### src/rtl/overcurrent_pkg.sv
// Shared types and default thresholds for the over-current monitor.
package overcurrent_pkg;
   typedef enum logic [1:0] {
      ST_INIT    = 2'd0,
      ST_ARMED   = 2'd1,
      ST_PENDING = 2'd2,
      ST_TRIPPED = 2'd3
   } oc_state_t;

   localparam int DEF_N_CH         = 4;
   localparam int DEF_DATA_W       = 12;
   localparam int DEF_CURRENT_MAX  = 2500;
   localparam int DEF_CURRENT_CLR  = 2300;
   localparam int DEF_TRIP_CYCLES  = 5000;
   localparam int DEF_RETRY_CYCLES = 50000;
endpackage

### src/rtl/overcurrent_channel.sv
// One channel: hysteresis trip qualification FSM with latched load-off.
// Optional auto-retry from TRIPPED when OVERCURRENT_AUTO_RETRY_EN is defined.
module overcurrent_channel
   import overcurrent_pkg::*;
#(
   parameter int DATA_W       = DEF_DATA_W,
   parameter int CURRENT_MAX  = DEF_CURRENT_MAX,
   parameter int CURRENT_CLR  = DEF_CURRENT_CLR,
`ifdef OVERCURRENT_AUTO_RETRY_EN
   parameter int RETRY_CYCLES = DEF_RETRY_CYCLES,
`endif
   parameter int TRIP_CYCLES  = DEF_TRIP_CYCLES
) (
   input  logic              clk,
   input  logic              rst_n,
   input  logic              sample_valid,
   input  logic [DATA_W-1:0] sample,
   input  logic              fault_clear,
   output logic              current_high,
   output logic              high_nxt,
   output logic              pending
);
   localparam int CNT_W = $clog2(TRIP_CYCLES + 1);
   localparam logic [CNT_W-1:0] CNT_MAX = CNT_W'(TRIP_CYCLES);

   oc_state_t        state, state_nxt;
   logic [CNT_W-1:0] count, count_nxt;
   logic [31:0]      sample_ext;
   logic             over, clear, retry_done;

   assign sample_ext = 32'(sample);
   assign over  = sample_valid && (sample_ext > 32'(CURRENT_MAX));
   assign clear = sample_valid && (sample_ext < 32'(CURRENT_CLR));

`ifdef OVERCURRENT_AUTO_RETRY_EN
   localparam int RTY_W = $clog2(RETRY_CYCLES + 1);
   localparam logic [RTY_W-1:0] RTY_MAX = RTY_W'(RETRY_CYCLES);
   logic [RTY_W-1:0] retry_cnt, retry_nxt;

   // Counts cycles spent in TRIPPED; a clear request restarts the wait.
   always_comb begin
      retry_nxt = '0;
      if (state == ST_TRIPPED && !fault_clear)
         retry_nxt = (retry_cnt == RTY_MAX) ? retry_cnt : retry_cnt + 1'b1;
   end

   always_ff @(posedge clk or negedge rst_n)
      if (!rst_n) retry_cnt <= '0;
      else        retry_cnt <= retry_nxt;

   assign retry_done = (retry_cnt == RTY_MAX);
`else
   assign retry_done = 1'b0;
`endif

   always_ff @(posedge clk or negedge rst_n) begin
      if (!rst_n) begin
         state        <= ST_INIT;
         count        <= '0;
         current_high <= 1'b1;
      end else begin
         state        <= state_nxt;
         count        <= count_nxt;
         current_high <= high_nxt;
      end
   end

   always_comb begin
      state_nxt = state;
      count_nxt = count;
      unique case (state)
         ST_INIT:
            if (sample_valid && !over) state_nxt = ST_ARMED;
         ST_ARMED:
            if (over) begin
               count_nxt = CNT_W'(1);
               state_nxt = (CNT_MAX == CNT_W'(1)) ? ST_TRIPPED : ST_PENDING;
            end
         ST_PENDING:
            // Any valid non-over sample, hysteresis band included, restarts qualification.
            if (over) begin
               count_nxt = (count == CNT_MAX) ? count : count + 1'b1;
               if (count == CNT_MAX - 1'b1) state_nxt = ST_TRIPPED;
            end else if (sample_valid) begin
               count_nxt = '0;
               state_nxt = ST_ARMED;
            end
         ST_TRIPPED:
            if (clear && (fault_clear || retry_done)) begin
               count_nxt = '0;
               state_nxt = ST_ARMED;
            end
         default: begin
            state_nxt = ST_INIT;
            count_nxt = '0;
         end
      endcase
   end

   always_comb begin
      high_nxt = (state_nxt == ST_INIT) || (state_nxt == ST_TRIPPED);
      pending  = (state == ST_PENDING);
   end
endmodule

### src/rtl/overcurrent_monitor.sv
// N_CH-channel over-current monitor; auto-retry enabled by OVERCURRENT_AUTO_RETRY_EN.
module overcurrent_monitor
   import overcurrent_pkg::*;
#(
   parameter int N_CH         = DEF_N_CH,
   parameter int DATA_W       = DEF_DATA_W,
   parameter int CURRENT_MAX  = DEF_CURRENT_MAX,
   parameter int CURRENT_CLR  = DEF_CURRENT_CLR,
   parameter int TRIP_CYCLES  = DEF_TRIP_CYCLES,
   parameter int RETRY_CYCLES = DEF_RETRY_CYCLES
) (
   input  logic                   clk,
   input  logic                   rst_n,
   input  logic                   sample_valid,
   input  logic [N_CH*DATA_W-1:0] current_in,
   input  logic [N_CH-1:0]        fault_clear,
   output logic [N_CH-1:0]        current_high,
   output logic [N_CH-1:0]        pending,
   output logic                   any_fault
);
   logic [N_CH-1:0] high_nxt;

   if (CURRENT_CLR >= CURRENT_MAX || TRIP_CYCLES < 1 || RETRY_CYCLES < 1) begin : g_bad_cfg
      $error("overcurrent_monitor: invalid threshold/cycle parameters");
   end

   for (genvar g = 0; g < N_CH; g++) begin : g_ch
      overcurrent_channel #(
         .DATA_W       (DATA_W),
         .CURRENT_MAX  (CURRENT_MAX),
         .CURRENT_CLR  (CURRENT_CLR),
`ifdef OVERCURRENT_AUTO_RETRY_EN
         .RETRY_CYCLES (RETRY_CYCLES),
`endif
         .TRIP_CYCLES  (TRIP_CYCLES)
      ) u_ch (
         .clk          (clk),
         .rst_n        (rst_n),
         .sample_valid (sample_valid),
         .sample       (current_in[g*DATA_W +: DATA_W]),
         .fault_clear  (fault_clear[g]),
         .current_high (current_high[g]),
         .high_nxt     (high_nxt[g]),
         .pending      (pending[g])
      );
   end

   // Built from next-state values so it tracks current_high on the same edge.
   always_ff @(posedge clk or negedge rst_n)
      if (!rst_n) any_fault <= 1'b1;
      else        any_fault <= |high_nxt;
endmodule

### config.mk
export PLATFORM = sky130hd
export DESIGN_NAME = overcurrent_monitor
export DESIGN_NICKNAME = d
export VERILOG_FILES = /design/src/rtl/overcurrent_pkg.sv /design/src/rtl/overcurrent_channel.sv /design/src/rtl/overcurrent_monitor.sv
export SDC_FILE = /design/constraint.sdc
export NUM_CORES = 1
export LEC_CHECK = 0
export CAP_MARGIN = 10
export CELL_PAD_IN_SITES_DETAIL_PLACEMENT = 1
export CELL_PAD_IN_SITES_GLOBAL_PLACEMENT = 2
export CORE_MARGIN = 2
export CORE_UTILIZATION = 36
export CTS_CLUSTER_DIAMETER = 80
export CTS_CLUSTER_SIZE = 14
export DETAILED_ROUTE_END_ITERATION = 6
export PLACE_DENSITY = 0.86
export SYNTH_ARGS = -nofsm -noshare
export SYNTH_HDL_FRONTEND = slang
export SYNTH_HIERARCHICAL = 1
export SYNTH_SLANG_ARGS = --single-unit
### constraint.sdc
create_clock -name clk -period 4.83 [get_ports clk]
set_input_delay 1.449 -clock clk [delete_from_list [all_inputs] [get_ports clk]]
set_output_delay 1.449 -clock clk [all_outputs]
set_load 0.005 [all_outputs]
==> impl_metrics.toml <==
[cts]
cts_buffers = 9
clkTransAtPathRegs_ps = 60
cts_tree = "built"
root_buffer = "clkbuf_16"
cts_hold_buf = 0
htreeDepth = 3
post_cts_buffers = 0
cts_resized = 0
cts.sinks = 65
clockBufferDepth = 2
insertion_delay_ps = 340

[cells_and_area]
syn_to_final_growth_pct = 22.7
fillers = 1486
multiInputGateArea_sq_um = 2710
final_layout_size_suffix_gt1_frac = 0.0893
antenna_cells = 0
regArea_sq_um = 1630
final_cell_count_no_fill = 754
finalInstanceArea_sq_um = 5640
nNetsFinal = 640

[synth]
synth_enable_flop_cells = 0
synth_top_flop_cell = "dfrtp_1"
avgSynthCellArea_sq_um = 8.73
yosys.cell_types.count = 58
synth.area.top_cells = "dfrtp_1 (33%), mux2i_1 (4.8%), o21ai_0 (4.5%)"
yosysSeqAreaShare = 0.355
ys_warn_count = 6
synth_most_common_cell = "dfrtp_1"
netlist.area_leader.share = 0.327
synth_top_area_cell = "dfrtp_1"
synth-seq-cells = 65
synthesis.nets = 589
syn_area_sq_um = 4590
synthCells = 526
yosys-top-cells-count = "dfrtp_1 (60), nand2_1 (53), o21ai_0 (41)"
synthArstFlopShare = 1.00

[route]
met2WireLength_um = 6370
routedWlPerCell_um = 17.4
met1_length_um = 6100
drt_wl_total_um = 13200
dr.first_iter.drc_count = 159
vias_per_cell = 5.73
drc = 0
dr_wl_met3_um = 498
top_layer = "met4"
drtAntennaViolNets = 0
firstDrtPassIters = 4
vias = 4322

[worst_setup_path]
critPathKind = "in2reg"
crit_path_max_fanout = 14
cp-end-kind = "register"
start_kind = "input port"
worst_ep_required_time_ps = 5040
crit_arrival_ps = 3740

[die]
io_pins = 64
start_util = 0.367
dieArea_sq_um = 13700
die_y_um = 117
design.core.area_sq_um = 12500
rows = 41
die_w_um = 117

[power_and_ir_drop]
clkPwrFrac = 0.333
power.switching_uw = 803
power.share.combinational = 0.324
pwr-share-seq = 0.342
powerDensity_nw_per_um2 = 391
p_leak_uw = 0.00207
ir_drop_mv = 0.162
power_switching_share = 0.364
p_int_uw = 1400

[hold_path]
hold_class = "reg2reg"

[place]
placed_area_sq_um = 5310
place_inst = 738
place_congestion = 0.799
portBuffers = 63
hpwlAfterDp_um = 9560

[global_route]
grt_max_degree = 36
grt_pass1_wl_um = 22400
grt_pass1_vias = 4548
grt_usage = 0.205
antenna_found_initial = 0
grt_remaining_overflow = 0

[sta]
hold_violations = 0
period_minus_slack_ps = 3540
rsz0062_at_grt = "no"
setup_viol = 0
setup_tns_ps = 0
clock.fmax_ghz = 0.283
worstMarginPinSlew_ps = 1110
timing.final.crit_share = 0.732
timing.slew.headroom = 0.253
slew_viol_final = 0
clock_skew_ps = 4.10

[outcome]
outcome = "finished, final reports clean"

[flow_run]
maxCapViolations = 0
-- power by group through the flow --
stage	registers (uW)	clock network, uW	logic (uW)
after global placement	758	0	692
after detailed placement	765	0	722
after floorplan	687	0	573
after global routing	773	777	800
final	754	734	714
after CTS	755	756	724
-- layout make-up --
class                   count  share of cell area
clock buffers              11              0.0448
flip-flops and latches     65               0.290
inverters                  25              0.0166
multi-input cells         409               0.481
repair buffers             67               0.116
well taps                 172              0.0382
clock inverters             5              0.0138
-- layer usage --
layer | global-route usage | vias to the layer above
met2 | 0.351 | 55
met1 | 0.259 | 2153
met3 | 0.0494 | 16
met4 | 0.0588 | 0
met5 | 0 | -
li1 | - | 2098
-- kinds of logic after synthesis --
logic type / synth area share
AND/OR/NAND/NOR: 0.284
AO/OA/AOI/OAI: 0.219
flip-flops: 0.355
buffers and inverters: 0.0558
multiplexers: 0.0504
adder cells (fa/ha/maj): 0.0218
XOR/XNOR: 0.0133
-- stage by stage --
stage	worst slack (ps)	hold WS (ps)	utilization	total power [uW]
final	1290	535	0.450	2200
after global routing	1050	573	0.450	2350
after CTS	1290	529	0.450	2230
after detailed placement	946	518	0.424	1490
after global placement	1020	519	0.424	1450
after floorplan	1700	464	-	1260
-- worst max-delay path, stage by stage --
cell and delay, ps:
clkdlybuf4s50_1 530, o21ai_0 160, and3_1 270, o31ai_2 960, nor3_2 190, mux2i_1 180
-- layout by cell type, fill, tap and decap left out, types with 5 or more instances in the layout --
cell and count:
dfrtp_1 60, mux2i_1 22, ha_1 8, dfstp_2 5, a31oi_1 5, clkdlybuf4s50_1 62, nor3_1 22, clkbuf_16 9
inv_1 25, a21oi_1 23, or2_2 7, nor4_2 6, nor4_1 12, and2_1 8, or4_1 16, o31ai_1 24
xor2_1 6, nand3_1 12, o21ai_0 41, nor2_1 18, o211ai_1 8, o21bai_1 16, nand4b_1 7, nand4_1 19
o31a_1 6, and3_1 5, nand2_1 53
-- worst paths after layout --
check	slack, ps	start	cells after the start	to
setup reg to reg	2330	g_ch[1].u_ch/count[0]$_DFFE_PN0P_	7	g_ch[1].u_ch/count[0]$_DFFE_PN0P_
hold reg to reg	540	g_ch[2].u_ch/count[7]$_DFFE_PN0P_	1	g_ch[2].u_ch/count[7]$_DFFE_PN0P_
setup / recovery	1290	current_in[46]	6	g_ch[3].u_ch/count[1]$_DFFE_PN0P_
max in group asynchronous	2620	rst_n	2	g_ch[0].u_ch/current_high$_DFF_PN1_
hold / removal	540	g_ch[2].u_ch/count[7]$_DFFE_PN0P_	1	g_ch[2].u_ch/count[7]$_DFFE_PN0P_
min in group asynchronous	1220	rst_n	1	g_ch[1].u_ch/count[9]$_DFFE_PN0P_
-- sequential cells by signal (all words and copies together), names as in the netlist --
name / count
any_fault: 1
g_ch.u_ch/count: 52
g_ch.u_ch/current_high: 4
g_ch.u_ch/state: 8
No activity file was read; power rests on OpenSTA's default activity.
